File: config.mk
export PLATFORM = sky130hd
export DESIGN_NAME = posit_fraction_normalizer
export DESIGN_NICKNAME = d
export VERILOG_FILES = /design/src/rtl/posit_fraction_normalizer.sv
export SDC_FILE = /design/constraint.sdc
export NUM_CORES = 1
export LEC_CHECK = 0
export CAP_MARGIN = 20
export CORE_ASPECT_RATIO = 1.5
export CORE_MARGIN = 5
export CORE_UTILIZATION = 40
export DETAILED_ROUTE_END_ITERATION = 7
export DONT_BUFFER_PORTS = 1
export GPL_ROUTABILITY_DRIVEN = 0
export PLACE_DENSITY = 0.53
export SLEW_MARGIN = 25
export SYNTH_ARGS = -nofsm -noshare
export SYNTH_HDL_FRONTEND = slang
export SYNTH_SLANG_ARGS = --single-unit
File: constraint.sdc
create_clock -name clk -period 1.8 [get_ports clk]
set_input_delay 0 -clock clk [delete_from_list [all_inputs] [get_ports clk]]
set_output_delay 0 -clock clk [all_outputs]
set_load 0.01 [all_outputs]
File: src/rtl/posit_fraction_normalizer.sv
// Multi-cycle posit fraction normalizer: left-shifts an aligned fraction until its MSB
// is set, counting the shifts, then rounds to nearest-even on the guard/sticky bits.
module posit_fraction_normalizer #(
    parameter  int N  = 8,
    parameter  int es = 4,
    localparam int W  = N - es + 3,
    localparam int M  = W - 2,
    localparam int CW = $clog2(W) + 1
) (
    input  logic                 clk,
    input  logic                 reset,
    input  logic                 in_valid,
    output logic                 in_ready,
    input  logic [W-1:0]         A,
    output logic                 out_valid,
    input  logic                 out_ready,
    output logic [M-1:0]         Z,
    output logic signed [CW-1:0] shift_cnt,
    output logic                 zero
);

    typedef enum logic [1:0] {
        IDLE  = 2'd0,
        NORM  = 2'd1,
        ROUND = 2'd2,
        DONE  = 2'd3
    } state_t;

    localparam logic signed [CW-1:0] CNT_ONE = CW'(1);

    state_t                 state_q;
    logic [W-1:0]           t_q;
    logic signed [CW-1:0]   cnt_q;
    logic [M-1:0]           z_q;
    logic signed [CW-1:0]   sc_q;
    logic                   zero_q;
    logic                   out_valid_q;

    logic [M-1:0]           mant_d;
    logic                   up_d;
    logic [M:0]             sum_d;

    // Round-to-nearest-even: round up on guard unless it is an exact tie with an even mantissa.
    always_comb begin
        mant_d = t_q[W-1:2];
        up_d   = t_q[1] & (t_q[0] | t_q[2]);
        sum_d  = {1'b0, mant_d} + {{M{1'b0}}, up_d};
    end

    always_ff @(posedge clk) begin
        if (reset) begin
            state_q     <= IDLE;
            t_q         <= '0;
            cnt_q       <= '0;
            z_q         <= '0;
            sc_q        <= '0;
            zero_q      <= 1'b0;
            out_valid_q <= 1'b0;
        end else begin
            case (state_q)
                IDLE: begin
                    if (in_valid) begin
                        t_q   <= A;
                        cnt_q <= '0;
                        if (A == '0) begin
                            z_q         <= '0;
                            sc_q        <= '0;
                            zero_q      <= 1'b1;
                            out_valid_q <= 1'b1;
                            state_q     <= DONE;
                        end else begin
                            state_q <= NORM;
                        end
                    end
                end
                NORM: begin
                    if (t_q[W-1]) begin
                        state_q <= ROUND;
                    end else begin
                        t_q   <= {t_q[W-2:0], 1'b0};
                        cnt_q <= cnt_q + CNT_ONE;
                    end
                end
                ROUND: begin
                    // Carry out of the mantissa renormalizes by one position to the right.
                    if (sum_d[M]) begin
                        z_q  <= {1'b1, {(M-1){1'b0}}};
                        sc_q <= cnt_q - CNT_ONE;
                    end else begin
                        z_q  <= sum_d[M-1:0];
                        sc_q <= cnt_q;
                    end
                    zero_q      <= 1'b0;
                    out_valid_q <= 1'b1;
                    state_q     <= DONE;
                end
                DONE: begin
                    if (out_ready) begin
                        out_valid_q <= 1'b0;
                        state_q     <= IDLE;
                    end
                end
                default: state_q <= IDLE;
            endcase
        end
    end

    assign in_ready  = (state_q == IDLE);
    assign out_valid = out_valid_q;
    assign Z         = z_q;
    assign shift_cnt = sc_q;
    assign zero      = zero_q;

endmodule

After elaboration in Yosys (flattened, before gate mapping)
Cells that the tools add are included.
Storage, ports and cells
  register bits after elaboration: 24
  output and inout port bits: 12
  word-level logic and storage cells: 55
Cells by class
  add/sub/neg operators: 3
  equality and inequality tests: 8
  muxes and demuxes: 24
  bitwise gates (word level): 2
  reductions and logical operators: 10
Operators with widths (number)
  4-bit two-way mux: 5
  4-bit one-hot mux with 2 select lines: 2
  5-bit two-way mux: 3
  7-bit two-way mux: 2
  7-bit one-hot mux with 2 select lines: 1
  5-bit one-hot mux with 2 select lines: 1
  3-bit AND reduction: 3
  2-bit two-way mux: 4
  2-bit != test (second input constant): 4
  2-bit one-hot mux with 4 select lines: 1
  7-bit zero test: 1
  5-bit by 1-bit adder with 6-bit output: 1
  4-bit by 2-bit adder with 4-bit output (second input constant): 1
  2-bit equality test (second input constant): 2
  4-bit AND reduction: 1
  2-bit nonzero test: 2
  4-bit by 2-bit subtractor with 4-bit output (second input constant): 1
  1-bit two-way mux: 3
  1-bit one-hot mux with 3 select lines: 1
  3-bit nonzero test: 1
  2-bit by 1-bit equality test with 1-bit output (second input constant): 1
  2-bit zero test: 1
  2-bit by 1-bit != test with 1-bit output (second input constant): 1
  1-bit one-hot mux with 2 select lines: 1
  other kinds (3): 3

Longest topological paths before layout
Gate-level depths: netlist (run 1).
  depth after elaboration: 5
  depth in mapped cells: 8
  mapped depth without buffers: 6

Worst setup path before layout (run 1)
No wires, ideal clock.
  path type: reg-to-reg
  start: register state_q[0]
  end: register t_q[1]
  library setup time: 0.091 ns
  arrival: 1.639 ns
  data required time: 1.709 ns
  path slack: 0.070 ns
  cell stages (with the launch flop): 8
  buffers on the path: 1
  path through: dfxtp_1 inv_1 ha_1 clkbuf_1 mux2i_1 a21oi_1 nor2_1 a311oi_1
Between the ends
  word-level cells in the longest chain between the ends: 3
Ends and longest elaborated chain
  from (decl): RTL line 31  | state_t state_q;
  from (signal assigned): RTL line 52  | state_q <= IDLE;
  from (signal assigned): RTL line 70  | state_q <= DONE;
  from (signal assigned): RTL line 72  | state_q <= NORM;
  2-bit zero test (*)
  named net in_ready: RTL line 13  | output logic in_ready,
  2-bit != test (no line) or 2-bit nonzero test (tied branches)
  3-bit AND reduction (no line)
  to (signal assigned): RTL line 80  | t_q <= {t_q[W-2:0], 1'b0};
  to (decl): RTL line 32  | logic [W-1:0] t_q;
Mark *: on every way through the listed nets, which the timed path passes. The rest lies on a longest branch.
A chain may end at the register's enable or synchronous reset.

Worst setup path after layout (run 1)
  start: register state_q[1]
  end: register t_q[1]
Between the ends
  word-level cells in the longest chain between the ends: 3
Ends and longest elaborated chain
  2-bit by 1-bit equality test with 1-bit output or 2-bit zero test (tied branches): RTL line 60  | case (state_q)
  2-bit != test (no line) or 2-bit nonzero test (tied branches)
  3-bit AND reduction (no line)
Parallel ways exist; a longest one is shown, timed or not.

==> results.txt, run 1 <==
----------------------------------------------------
[Outcome]
  Status ... completed

[Clock network]
  Insertion delay to the later sink of the worst-skew pair ... 0.26 ns
  Count of clock tree sinks ... 24
  TritonCTS clock tree ... done
  H-tree depth ... 1
  Clk pin slew, worst setup/hold paths ... 0.09 ns
  Number of clock buffers inserted by TritonCTS ... 3
  Maximum clock insertion buffer count ... 2
  Root Buffer ... sky130_fd_sc_hd__clkbuf_8

[GRT]
  Number of antenna violations at the first check in global routing ... 0
  Sum of overflow across all layers after global routing ... 0
  Vias in the first global route ... 1185
  First-pass GRT wire length ... 5270 um
  GRT Util Overall ... 14.3%
  Pin count of the biggest net entering global routing ... 25

[STA]
  Shortest period the worst path allows ... 1.63 ns
  Unrepaired setup endpoints after global routing ... false
  Period Utilization, post-route ... 90.4%
  Relative slew margins ... 37.9%
  Transition time at the pin with the least slew margin ... 0.929 ns
  Final worst hold slack ... 0.0299 ns
  Setup Skew ... 0.00342 ns
  Number of slew-limit violations in the final report ... 0
  Number of failing hold endpoints at the final stage ... 0
  Setup violation total in the final timing report ... 0
  Setup TNS ... 0 ns
  F_max ... 615 MHz

[Final layout]
  Fin util ... 49.7%
  Fraction of final layout cells with drive strength greater than 1 ... 9.83%
  Antenna diode instance count ... 0
  Fillers ... 327
  Layout Cell Area excl Fill ... 1590 um2
  Area growth from synthesis to layout ... 18.5%
  Footprint of the multi-input gates ... 820 um2
  Final Net Count ... 192
  Register Area ... 480 um2

[Synth]
  Number of instances in the synthesized netlist ... 162
  Ys flop type ... sky130_fd_sc_hd__dfxtp_1
  Number of enable flip-flop cells after synthesis ... 0
  Net count after synthesis ... 180
  Number of register bits inferred by synthesis ... 24
  Netlist area before placement ... 1340 um2
  Per-instance average area after synthesis ... 8.26 um2
  Warnings from Yosys ... 0
  Sequential-to-total area share from yosys stat ... 35.9%
  FFs w/ async S/R, synth ... 0%
  Number of unique standard cell types used by synthesis ... 34

[Setup path]
  Series of cell instances along the critical path ... inv_1 -> ha_2 -> buf_4 -> a21oi_1 -> buf_4 -> nor2_1 -> a311oi_1
  Cell type with the highest occurrence count on the critical path ... sky130_fd_sc_hd__buf_4
  Launching element type of the critical path ... register
  Delay of the slowest cell on the worst path ... 0.39 ns
  Crit end category ... register
  Required time worst endpoint ... 1.97 ns
  Worst-path cell with the longest stage delay ... sky130_fd_sc_hd__dfxtp_1
  CP arrival ... 1.79 ns
  Largest fanout on the critical path ... 13
  Kind of critical path ... reg2reg

[Pwr]
  Largest voltage drop on the vdd net ... 0.888 mV
  Power Internal ... 1.37 mW
  Cell leakage power ... 0.577 nW
  Combinational share of power ... 42.4%
  Switching pwr ... 0.842 mW
  PD cells ... 1400 nW/um2
  Switching fraction of total power ... 38.0%
  Post-route total power ... 2.21 mW
  Relative contribution of the clock network to total power ... 21.5%
  Fraction of power consumed by sequential logic ... 36.1%

[Drt]
  Starting DRT DRC Count ... 22
  Router iterations before antenna repair ... 7
  Remaining routing DRC violations ... 0
  Total Routed Length ... 3180 um
  Vias per cell ... 5.66
  Count of vias placed by the detailed router ... 1205
  Final antenna-violating net count ... 0
  Wirelength per Cell ... 14.9 um

[Placed design]
  Placement Cell Area ... 1390 um2
  Buffers added on ports ... 0
  HPWL after detailed placement ... 2340 um

[Floorplanning]
  Horizontal extent of the die ... 57.2 um
  Core region area ... 3190 um2
  Number of top-level design ports ... 23
  Std-Cell Rows ... 25
  Height of the die ... 80.8 um
  Initial Utilization ... 41.9%
  DIE AREA ... 4620 um2

[Run]
  Count of maximum capacitance violations ... 0

[Min path]
  Hold/Removal Path Class ... in2reg

----------------------------------------------------
==> worst paths after layout <==
kind              cells past startpoint  slack [ns]       start  endpoint
setup / recovery                      7        0.17  state_q[1]    t_q[1]
setup reg to reg                      7        0.17  state_q[1]    t_q[1]
hold / removal                        3        0.03    in_valid  cnt_q[0]
hold reg to reg                       2        0.50        Z[1]      Z[1]
==> Yosys cell counts, types with 3 or more instances <==
library cell               instances  area, um2
sky130_fd_sc_hd__a22oi_1           4       30.0
sky130_fd_sc_hd__nand2_1          14       52.6
sky130_fd_sc_hd__nand3_1           6       30.0
sky130_fd_sc_hd__xor2_1            3       26.3
sky130_fd_sc_hd__dfxtp_1          24        480
sky130_fd_sc_hd__inv_1             7       26.3
sky130_fd_sc_hd__o21ai_0           5       25.0
sky130_fd_sc_hd__ha_1              7       87.6
sky130_fd_sc_hd__a311oi_1          5       43.8
sky130_fd_sc_hd__nand3b_1          4       30.0
sky130_fd_sc_hd__nor2_1           13       48.8
sky130_fd_sc_hd__clkbuf_1          6       22.5
sky130_fd_sc_hd__o211ai_1          5       37.5
sky130_fd_sc_hd__nor2b_1           4       25.0
sky130_fd_sc_hd__nand2b_1          6       37.5
sky130_fd_sc_hd__nor3_1           13       65.1
sky130_fd_sc_hd__a21oi_1          11       55.1
==> cells by family after synthesis <==
group	Yosys count	share of synthesized area [%]
AND/OR/NAND/NOR	71	27.2
adder cells (fa/ha/maj)	7	6.55
flip-flops	24	35.9
multiplexers	3	2.34
buffers and inverters	14	4.49
AO/OA/AOI/OAI	38	20.2
XOR/XNOR	5	3.27
==> cells in the final DEF (no fill, tap or decap), types with 2 or more instances in the layout <==
cell type                       instances
sky130_fd_sc_hd__nor3_1                12
sky130_fd_sc_hd__nor4_1                 2
sky130_fd_sc_hd__dfxtp_1               24
sky130_fd_sc_hd__inv_1                  7
sky130_fd_sc_hd__a21oi_1               11
sky130_fd_sc_hd__and2_1                 2
sky130_fd_sc_hd__xnor2_1                2
sky130_fd_sc_hd__buf_4                  5
sky130_fd_sc_hd__xor2_1                 3
sky130_fd_sc_hd__or3_1                  2
sky130_fd_sc_hd__nor2b_1                3
sky130_fd_sc_hd__mux2i_1                2
sky130_fd_sc_hd__a22oi_1                4
sky130_fd_sc_hd__a311oi_1               5
sky130_fd_sc_hd__nand3b_1               4
sky130_fd_sc_hd__dlygate4sd3_1          8
sky130_fd_sc_hd__nand2_1               14
sky130_fd_sc_hd__o21a_1                 2
sky130_fd_sc_hd__o21ai_0                5
sky130_fd_sc_hd__nand3_1                6
sky130_fd_sc_hd__nand2b_1               6
sky130_fd_sc_hd__o31a_1                 2
sky130_fd_sc_hd__ha_1                   5
sky130_fd_sc_hd__nor2_1                13
sky130_fd_sc_hd__o211ai_1               5
sky130_fd_sc_hd__and3_1                 2
sky130_fd_sc_hd__clkbuf_8               3
==> critical path: cells and delay by family, from the launching register on <==
kind / cells / cell delay, ns
AOI/OAI and AO/OA: 2 / 0.42
adders and majority gates: 1 / 0.22
buffers and inverters: 3 / 0.46
DFF: 1 / 0.39
and+or+nand+nor: 1 / 0.05
==> through the flow <==
step,setup slack (ns),cells
after detailed placement,0.0959,200
after global routing,0.0416,213
after CTS,0.0501,212
final,0.173,213
after floorplan,0.0701,162
after global placement,0.154,200
==> power groups by stage <==
stage               clock, mW  sequential [mW]  combinational [mW]
finish                  0.476            0.798               0.938
CTS                     0.494            0.796               0.871
floorplan                   0            0.768               0.664
detailed placement          0            0.808               0.843
global placement            0            0.806               0.832
global route            0.515            0.821                1.05
==> registers in the layout, indices dropped and copies added, names as in the netlist <==
signal     count
Z              5
cnt_q          4
out_valid      1
shift_cnt      4
state_q        2
t_q            7
zero           1
==> final cells by class <==
type	count	area share (%)
flip-flops and latches	24	30.3
inverters	7	1.66
well taps	40	3.16
multi-input cells	124	51.7
clock buffers	3	2.60
repair buffers	14	8.68
clock inverters	1	1.89
==> layer usage <==
metal	GRT usage, %	up-vias	share of wire (%)
met5	0	-	0
met2	26.0	24	51
met1	16.0	572	43
li1	-	607	-
met3	3.66	2	5.4
met4	4.87	0	0.79
==> timing repair <==
| item | CTS | global route |
|---|---|---|
| hold buffers | 8 | 0 |
| endpoints found under the setup margin | 0 | 17 |
| resized for setup | 0 | 5 |
| endpoints found under the hold margin | 24 | 0 |
| buffers inserted | 0 | 1 |
(Power assumes the default switching activity.)
==> run 2: changes to the inputs <==
--- a/config.mk
+++ b/config.mk
@@ -12,7 +12,7 @@
 export DETAILED_ROUTE_END_ITERATION = 7
 export DONT_BUFFER_PORTS = 1
 export GPL_ROUTABILITY_DRIVEN = 0
-export PLACE_DENSITY = 0.53
+export SKIP_LAST_GASP = 1
 export SLEW_MARGIN = 25
 export SYNTH_ARGS = -nofsm -noshare
 export SYNTH_HDL_FRONTEND = slang
==> results.txt, run 2 (same netlist as run 1, synthesis figures left out) <==
----------------------------------------------------
[Outcome]
  Status ... completed

[Drt]
  Met3 wire length ... 163 um (-5.8%)
  Wirelength per Cell ... 15.2 um (+1.9%)
  Router iterations before antenna repair ... 4 (-3)
  Starting DRT DRC Count ... 27 (+23%)
  Met2 Wirelength ... 1580 um (-2.6%)
  Final antenna-violating net count ... 0 (unchanged)
  Highest routed metal layer ... met4
  Count of vias placed by the detailed router ... 1201 (-0.33%)
  Vias per cell ... 5.64 (-0.33%)
  Post-Route M1 WL ... 1450 um (+6.6%)
  Remaining routing DRC violations ... 0 (unchanged)
  Total Routed Length ... 3240 um (+1.9%)

[Setup path]
  Worst R2R Path Depth ... 6 (-1)
  Required time worst endpoint ... 1.94 ns (-0.03 ns)
  Kind of critical path ... reg2reg
  Launching element type of the critical path ... register
  Largest fanout on the critical path ... 9 (-4)
  Worst R2R Start ... state_q[0]
  Number of buffers and inverters on the critical path ... 1 (-2)
  Worst reg2reg endpoint ... Z[0]
  Family with the most delay on the worst path ... compound AO/OA/AOI/OAI gates
  Delay of the slowest cell on the worst path ... 0.38 ns (about the same)
  Crit end category ... register
  Series of cell instances along the critical path ... inv_1 -> ha_2 -> nand2_1 -> o31a_1 -> a22oi_1 -> nor2_1
  CP arrival ... 1.80 ns (about the same)
  Worst-path cell with the longest stage delay ... sky130_fd_sc_hd__o31a_1
  Slack of the worst reg-to-reg path ... 0.14 ns (-0.04 ns)

[Floorplanning]
  Height of the die ... 80.8 um (unchanged)
  Initial Utilization ... 41.9% (unchanged)
  Number of top-level design ports ... 23 (unchanged)
  DIE AREA ... 4620 um2 (unchanged)
  Horizontal extent of the die ... 57.2 um (unchanged)
  Core region area ... 3190 um2 (unchanged)
  Std-Cell Rows ... 25 (unchanged)

[STA]
  F_max ... 601 MHz (-2.2%)
  Setup Skew ... 0.00976 ns (+0.00633 ns)
  Shortest period the worst path allows ... 1.66 ns (+0.0364 ns)
  Period Utilization, post-route ... 92.4% (+2.0 points)
  Relative slew margins ... 39.7% (+1.8 points)
  Setup TNS ... 0 ns (unchanged)
  Transition time at the pin with the least slew margin ... 0.901 ns (-0.0271 ns)
  Setup violation total in the final timing report ... 0 (unchanged)
  Number of failing hold endpoints at the final stage ... 0 (unchanged)
  Unrepaired setup endpoints after global routing ... false
  Number of slew-limit violations in the final report ... 0 (unchanged)

[Clock network]
  Number of clock buffers inserted by TritonCTS ... 3 (unchanged)
  Root Buffer ... sky130_fd_sc_hd__clkbuf_8
  Maximum clock insertion buffer count ... 2 (unchanged)
  TritonCTS clock tree ... done
  Count of clock tree sinks ... 24 (unchanged)
  Number of buffers inserted by post-CTS setup repair ... 0 (unchanged)
  Insertion delay to the later sink of the worst-skew pair ... 0.28 ns (+0.02 ns)
  Clk pin slew, worst setup/hold paths ... 0.09 ns (about the same)
  H-tree depth ... 1 (unchanged)

[Pwr]
  Largest voltage drop on the vdd net ... 0.776 mV (-13%)
  PD cells ... 1400 nW/um2 (+0.56%)
  Cell leakage power ... 0.569 nW (-1.4%)

[Final layout]
  Fin util ... 48.9% (-0.75 points)
  Fraction of final layout cells with drive strength greater than 1 ... 8.67% (-1.2 points)
  Final Net Count ... 192 (unchanged)
  Flip-flop count of the largest register, all copies and words added ... 7 (unchanged)
  Most flops, register ... t_q
  Antenna diode instance count ... 0 (unchanged)
  Most used cells in the layout excluding fill and tap cells ... sky130_fd_sc_hd__dfxtp_1 (24), sky130_fd_sc_hd__nand2_1 (14), sky130_fd_sc_hd__nor2_1 (13), sky130_fd_sc_hd__nor3_1 (13), sky130_fd_sc_hd__a21oi_1 (11)
  Area growth from synthesis to layout ... 16.7%
  Leading cell type in the layout, fill and taps excluded ... sky130_fd_sc_hd__dfxtp_1

[Min path]
  Hold path endpoint ... cnt_q[0]
  Hold/Removal Path Class ... in2reg
  Count of cells along the worst hold path ... 3 (unchanged)
  Worst hold path startpoint ... in_valid

[Placed design]
  HPWL after detailed placement ... 2350 um (+0.17%)
  Buffers added on ports ... 0 (unchanged)

[GRT]
  Vias in the first global route ... 1194 (+0.76%)
  Number of antenna violations at the first check in global routing ... 0 (unchanged)
  Pin count of the biggest net entering global routing ... 25 (unchanged)
  First-pass GRT wire length ... 5290 um (+0.27%)
  Sum of overflow across all layers after global routing ... 0 (unchanged)
  GRT Util Overall ... 14.4% (+0.066 points)

[Run]
  Count of maximum capacitance violations ... 0 (unchanged)

----------------------------------------------------
-- run 2: worst register-to-register path, stage by stage (launching register included) --
cell and delay [ns]:
sky130_fd_sc_hd__dfxtp_1 0.35, sky130_fd_sc_hd__inv_1 0.09, sky130_fd_sc_hd__ha_2 0.27, sky130_fd_sc_hd__nand2_1 0.18, sky130_fd_sc_hd__o31a_1 0.38, sky130_fd_sc_hd__a22oi_1 0.21, sky130_fd_sc_hd__nor2_1 0.05
-- run 2: how the worst max path moves through the flow --
stage,from,to,slack (ns),cells past startpoint
3_5_place_dp,state_q[0],state_q[0],0.1,6
5_1_grt,state_q[0],state_q[0],0.02,6
6_report,state_q[0],Z[0],0.14,6
2_1_floorplan,state_q[0],t_q[1],0.07,7
4_1_cts,state_q[0],Z[0],0.05,6
3_3_place_gp,state_q[0],Z[3],0.20,6
-- run 2: final cells by class --
cell class	count	area, um2
fill	328	1630
multi-input combinational	125	816
sequential	24	480
timing repair buffer	13	118
tap	40	50.0
clock buffer	3	41.3
clock inverter	1	30.0
inverter	7	26.3
-- run 2: where the power goes --
part | switching [mW] | internal (mW)
combinational | 0.519 | 0.401
sequential | 0.146 | 0.644
clock | 0.184 | 0.298
total | 0.849 | 1.34
-- run 2: per-layer routing --
layer | up-vias | track usage, %
li1 | 610 | -
met5 | - | 0
met4 | 0 | 5.57
met2 | 27 | 25.9
met1 | 559 | 16.5
met3 | 5 | 2.86
-- run 2: metrics by stage --
stage / hold slack [ns] / cell area, um2 / std cells / power [mW] / setup slack, ns
global placement: 0.0729 / 1390 / 200 / 1.64 / 0.199
floorplan: 0.0721 / 1340 / 162 / 1.43 / 0.0701
detailed placement: 0.0741 / 1390 / 200 / 1.67 / 0.0985
finish: 0.0178 / 1560 / 213 / 2.19 / 0.137
CTS: 0.0170 / 1540 / 212 / 2.18 / 0.0451
global route: 0.0316 / 1560 / 213 / 2.37 / 0.0200
-- run 2: timing repair --
| item | 4_1_cts | 5_1_grt |
|---|---|---|
| endpoints found under the setup margin | 0 | 14 |
| resized for setup | 0 | 3 |
| hold endpoints to repair | 24 | 0 |
| hold buffers | 8 | 0 |
==> run 3: changes to the inputs <==
--- a/config.mk
+++ b/config.mk
@@ -7,11 +7,12 @@
 export LEC_CHECK = 0
 export CAP_MARGIN = 20
 export CORE_ASPECT_RATIO = 1.5
-export CORE_MARGIN = 5
+export CORE_MARGIN = 10
 export CORE_UTILIZATION = 40
 export DETAILED_ROUTE_END_ITERATION = 7
 export DONT_BUFFER_PORTS = 1
 export GPL_ROUTABILITY_DRIVEN = 0
+export MAX_ROUTING_LAYER = met4
 export SKIP_LAST_GASP = 1
 export SLEW_MARGIN = 25
 export SYNTH_ARGS = -nofsm -noshare
==> results.txt, run 3 (same netlist as run 1, synthesis figures left out) <==
----------------------------------------------------
[Setup path]
  Kind of critical path ... reg2reg
  Launching element type of the critical path ... register
  Worst reg2reg endpoint ... t_q[1]
  Largest fanout on the critical path ... 11 (+2)
  Required time worst endpoint ... 1.97 ns (+0.03 ns)
  CP arrival ... 1.87 ns (+0.07 ns)
  Slack of the worst reg-to-reg path ... 0.10 ns (-0.04 ns)
  Worst R2R Path Depth ... 7 (+1)
  Worst R2R Start ... state_q[1]
  Crit end category ... register

[Floorplanning]
  Core region area ... 3190 um2 (unchanged)
  DIE AREA ... 6100 um2 (+32%)
  Horizontal extent of the die ... 67.2 um (+17%)
  Number of top-level design ports ... 23 (unchanged)
  Height of the die ... 90.8 um (+12%)
  Initial Utilization ... 41.9% (unchanged)
  Std-Cell Rows ... 25 (unchanged)

[Pwr]
  PD cells ... 1410 nW/um2 (+0.69%)
  Largest voltage drop on the vdd net ... 0.917 mV (+18%)
  Cell leakage power ... 0.574 nW (+0.85%)

[Placed design]
  Buffers added on ports ... 0 (unchanged)
  HPWL after detailed placement ... 2440 um (+3.8%)

[GRT]
  Sum of overflow across all layers after global routing ... 0 (unchanged)
  GRT Util Overall ... 11.0% (-3.4 points)
  Pin count of the biggest net entering global routing ... 25 (unchanged)
  Vias in the first global route ... 1209 (+1.3%)
  First-pass GRT wire length ... 5510 um (+4.2%)
  Number of antenna violations at the first check in global routing ... 0 (unchanged)

[STA]
  Number of slew-limit violations in the final report ... 0 (unchanged)
  F_max ... 588 MHz (-2.2%)
  Number of failing hold endpoints at the final stage ... 0 (unchanged)
  Final worst hold slack ... 0.0331 ns (+0.0153 ns)
  Unrepaired setup endpoints after global routing ... true
  Setup violation total in the final timing report ... 0 (unchanged)
  Setup Skew ... 0.00931 ns (-0.000445 ns)
  Period Utilization, post-route ... 94.4% (+2.1 points)
  Transition time at the pin with the least slew margin ... 0.876 ns (-0.0260 ns)
  Shortest period the worst path allows ... 1.70 ns (+0.0371 ns)
  Relative slew margins ... 41.4% (+1.7 points)

[Clock network]
  Insertion delay to the later sink of the worst-skew pair ... 0.27 ns (about the same)
  Clk pin slew, worst setup/hold paths ... 0.09 ns (about the same)
  Number of clock buffers inserted by TritonCTS ... 3 (unchanged)
  Count of clock tree sinks ... 24 (unchanged)
  Maximum clock insertion buffer count ... 2 (unchanged)
  Root Buffer ... sky130_fd_sc_hd__clkbuf_8
  H-tree depth ... 1 (unchanged)
  TritonCTS clock tree ... done

[Final layout]
  Leading cell type in the layout, fill and taps excluded ... sky130_fd_sc_hd__dfxtp_1
  Most used cells in the layout excluding fill and tap cells ... sky130_fd_sc_hd__dfxtp_1 (24), sky130_fd_sc_hd__nand2_1 (14), sky130_fd_sc_hd__nor2_1 (13), sky130_fd_sc_hd__nor3_1 (13), sky130_fd_sc_hd__a21oi_1 (11)
  Final Net Count ... 193 (+0.52%)
  Fraction of final layout cells with drive strength greater than 1 ... 10.3% (+1.7 points)
  Area growth from synthesis to layout ... 18.4%
  Flip-flop count of the largest register, all copies and words added ... 7 (unchanged)
  Fillers ... 334 (+1.8%)
  Most flops, register ... t_q
  Fin util ... 49.6% (+0.71 points)
  Antenna diode instance count ... 0 (unchanged)

[Min path]
  Hold path endpoint ... cnt_q[0]
  Worst hold path startpoint ... in_valid
  Count of cells along the worst hold path ... 3 (unchanged)
  Hold/Removal Path Class ... in2reg

[Drt]
  Remaining routing DRC violations ... 0 (unchanged)
  Router iterations before antenna repair ... 4 (unchanged)
  Wirelength per Cell ... 15.9 um (+4.3%)
  Count of vias placed by the detailed router ... 1226 (+2.1%)
  Starting DRT DRC Count ... 63 (+130%)
  Total Routed Length ... 3400 um (+4.8%)
  Final antenna-violating net count ... 0 (unchanged)
  Vias per cell ... 5.73 (+1.6%)

[Run]
  Count of maximum capacitance violations ... 0 (unchanged)

[Outcome]
  Status ... completed

----------------------------------------------------
==> run 3: worst max path at each step <==
stage	endpoint	cells after the start	start
detailed placement	t_q[5]	6	state_q[1]
finish	t_q[1]	7	state_q[1]
CTS	t_q[5]	6	state_q[1]
floorplan	t_q[1]	7	state_q[0]
global route	t_q[1]	7	state_q[1]
global placement	t_q[1]	7	state_q[1]
==> run 3: per-stage QoR <==
step	setup slack (ns)	cell area, um2	cells	total power [mW]	TNS [ns]
floorplan	0.0701	1340	162	1.43	0
global placement	0.148	1380	199	1.62	0
detailed placement	0.0519	1380	199	1.66	0
CTS	0.0194	1540	211	2.16	0
global route	-0.0112	1580	214	2.41	-0.0112
finish	0.100	1580	214	2.24	0
==> run 3: layout make-up <==
type | instances | area [um2] | share of cell area, %
Multi-Input combinational cell | 125 | 831 | 52.4
Sequential cell | 24 | 480 | 30.3
Timing Repair Buffer | 14 | 125 | 7.90
Tap cell | 40 | 50.0 | 3.16
Clock buffer | 3 | 41.3 | 2.61
Clock inverter | 1 | 30.0 | 1.90
Inverter | 7 | 26.3 | 1.66
==> run 3: worst max-delay path: stages (launching register included) <==
cell,delay [ns]
sky130_fd_sc_hd__dfxtp_1,0.35
sky130_fd_sc_hd__inv_1,0.13
sky130_fd_sc_hd__ha_2,0.31
sky130_fd_sc_hd__mux2i_1,0.17
sky130_fd_sc_hd__a21oi_1,0.15
sky130_fd_sc_hd__buf_4,0.17
sky130_fd_sc_hd__nor2_1,0.05
sky130_fd_sc_hd__a311oi_1,0.27
==> run 3: metal layers <==
layer / GRT usage (%) / wire (um) / vias to the layer above
li1: - / - / 615
met1: 12.5 / 1380 / 573
met2: 17.6 / 1700 / 34
met3: 3.73 / 283 / 4
met4: 3.09 / 25 / 0
met5: - / 0 / -
==> run 3: what timing repair did <==
item                                    CTS  global route
buffers inserted                          0             2
endpoints found under the setup margin    0            21
hold buffers                              8             0
resized for setup                         0             6
endpoints found under the hold margin    24             0
==> run 3: power breakdown <==
part,internal [mW],switching [mW]
registers,0.644,0.146
clock network,0.297,0.177
logic,0.431,0.543
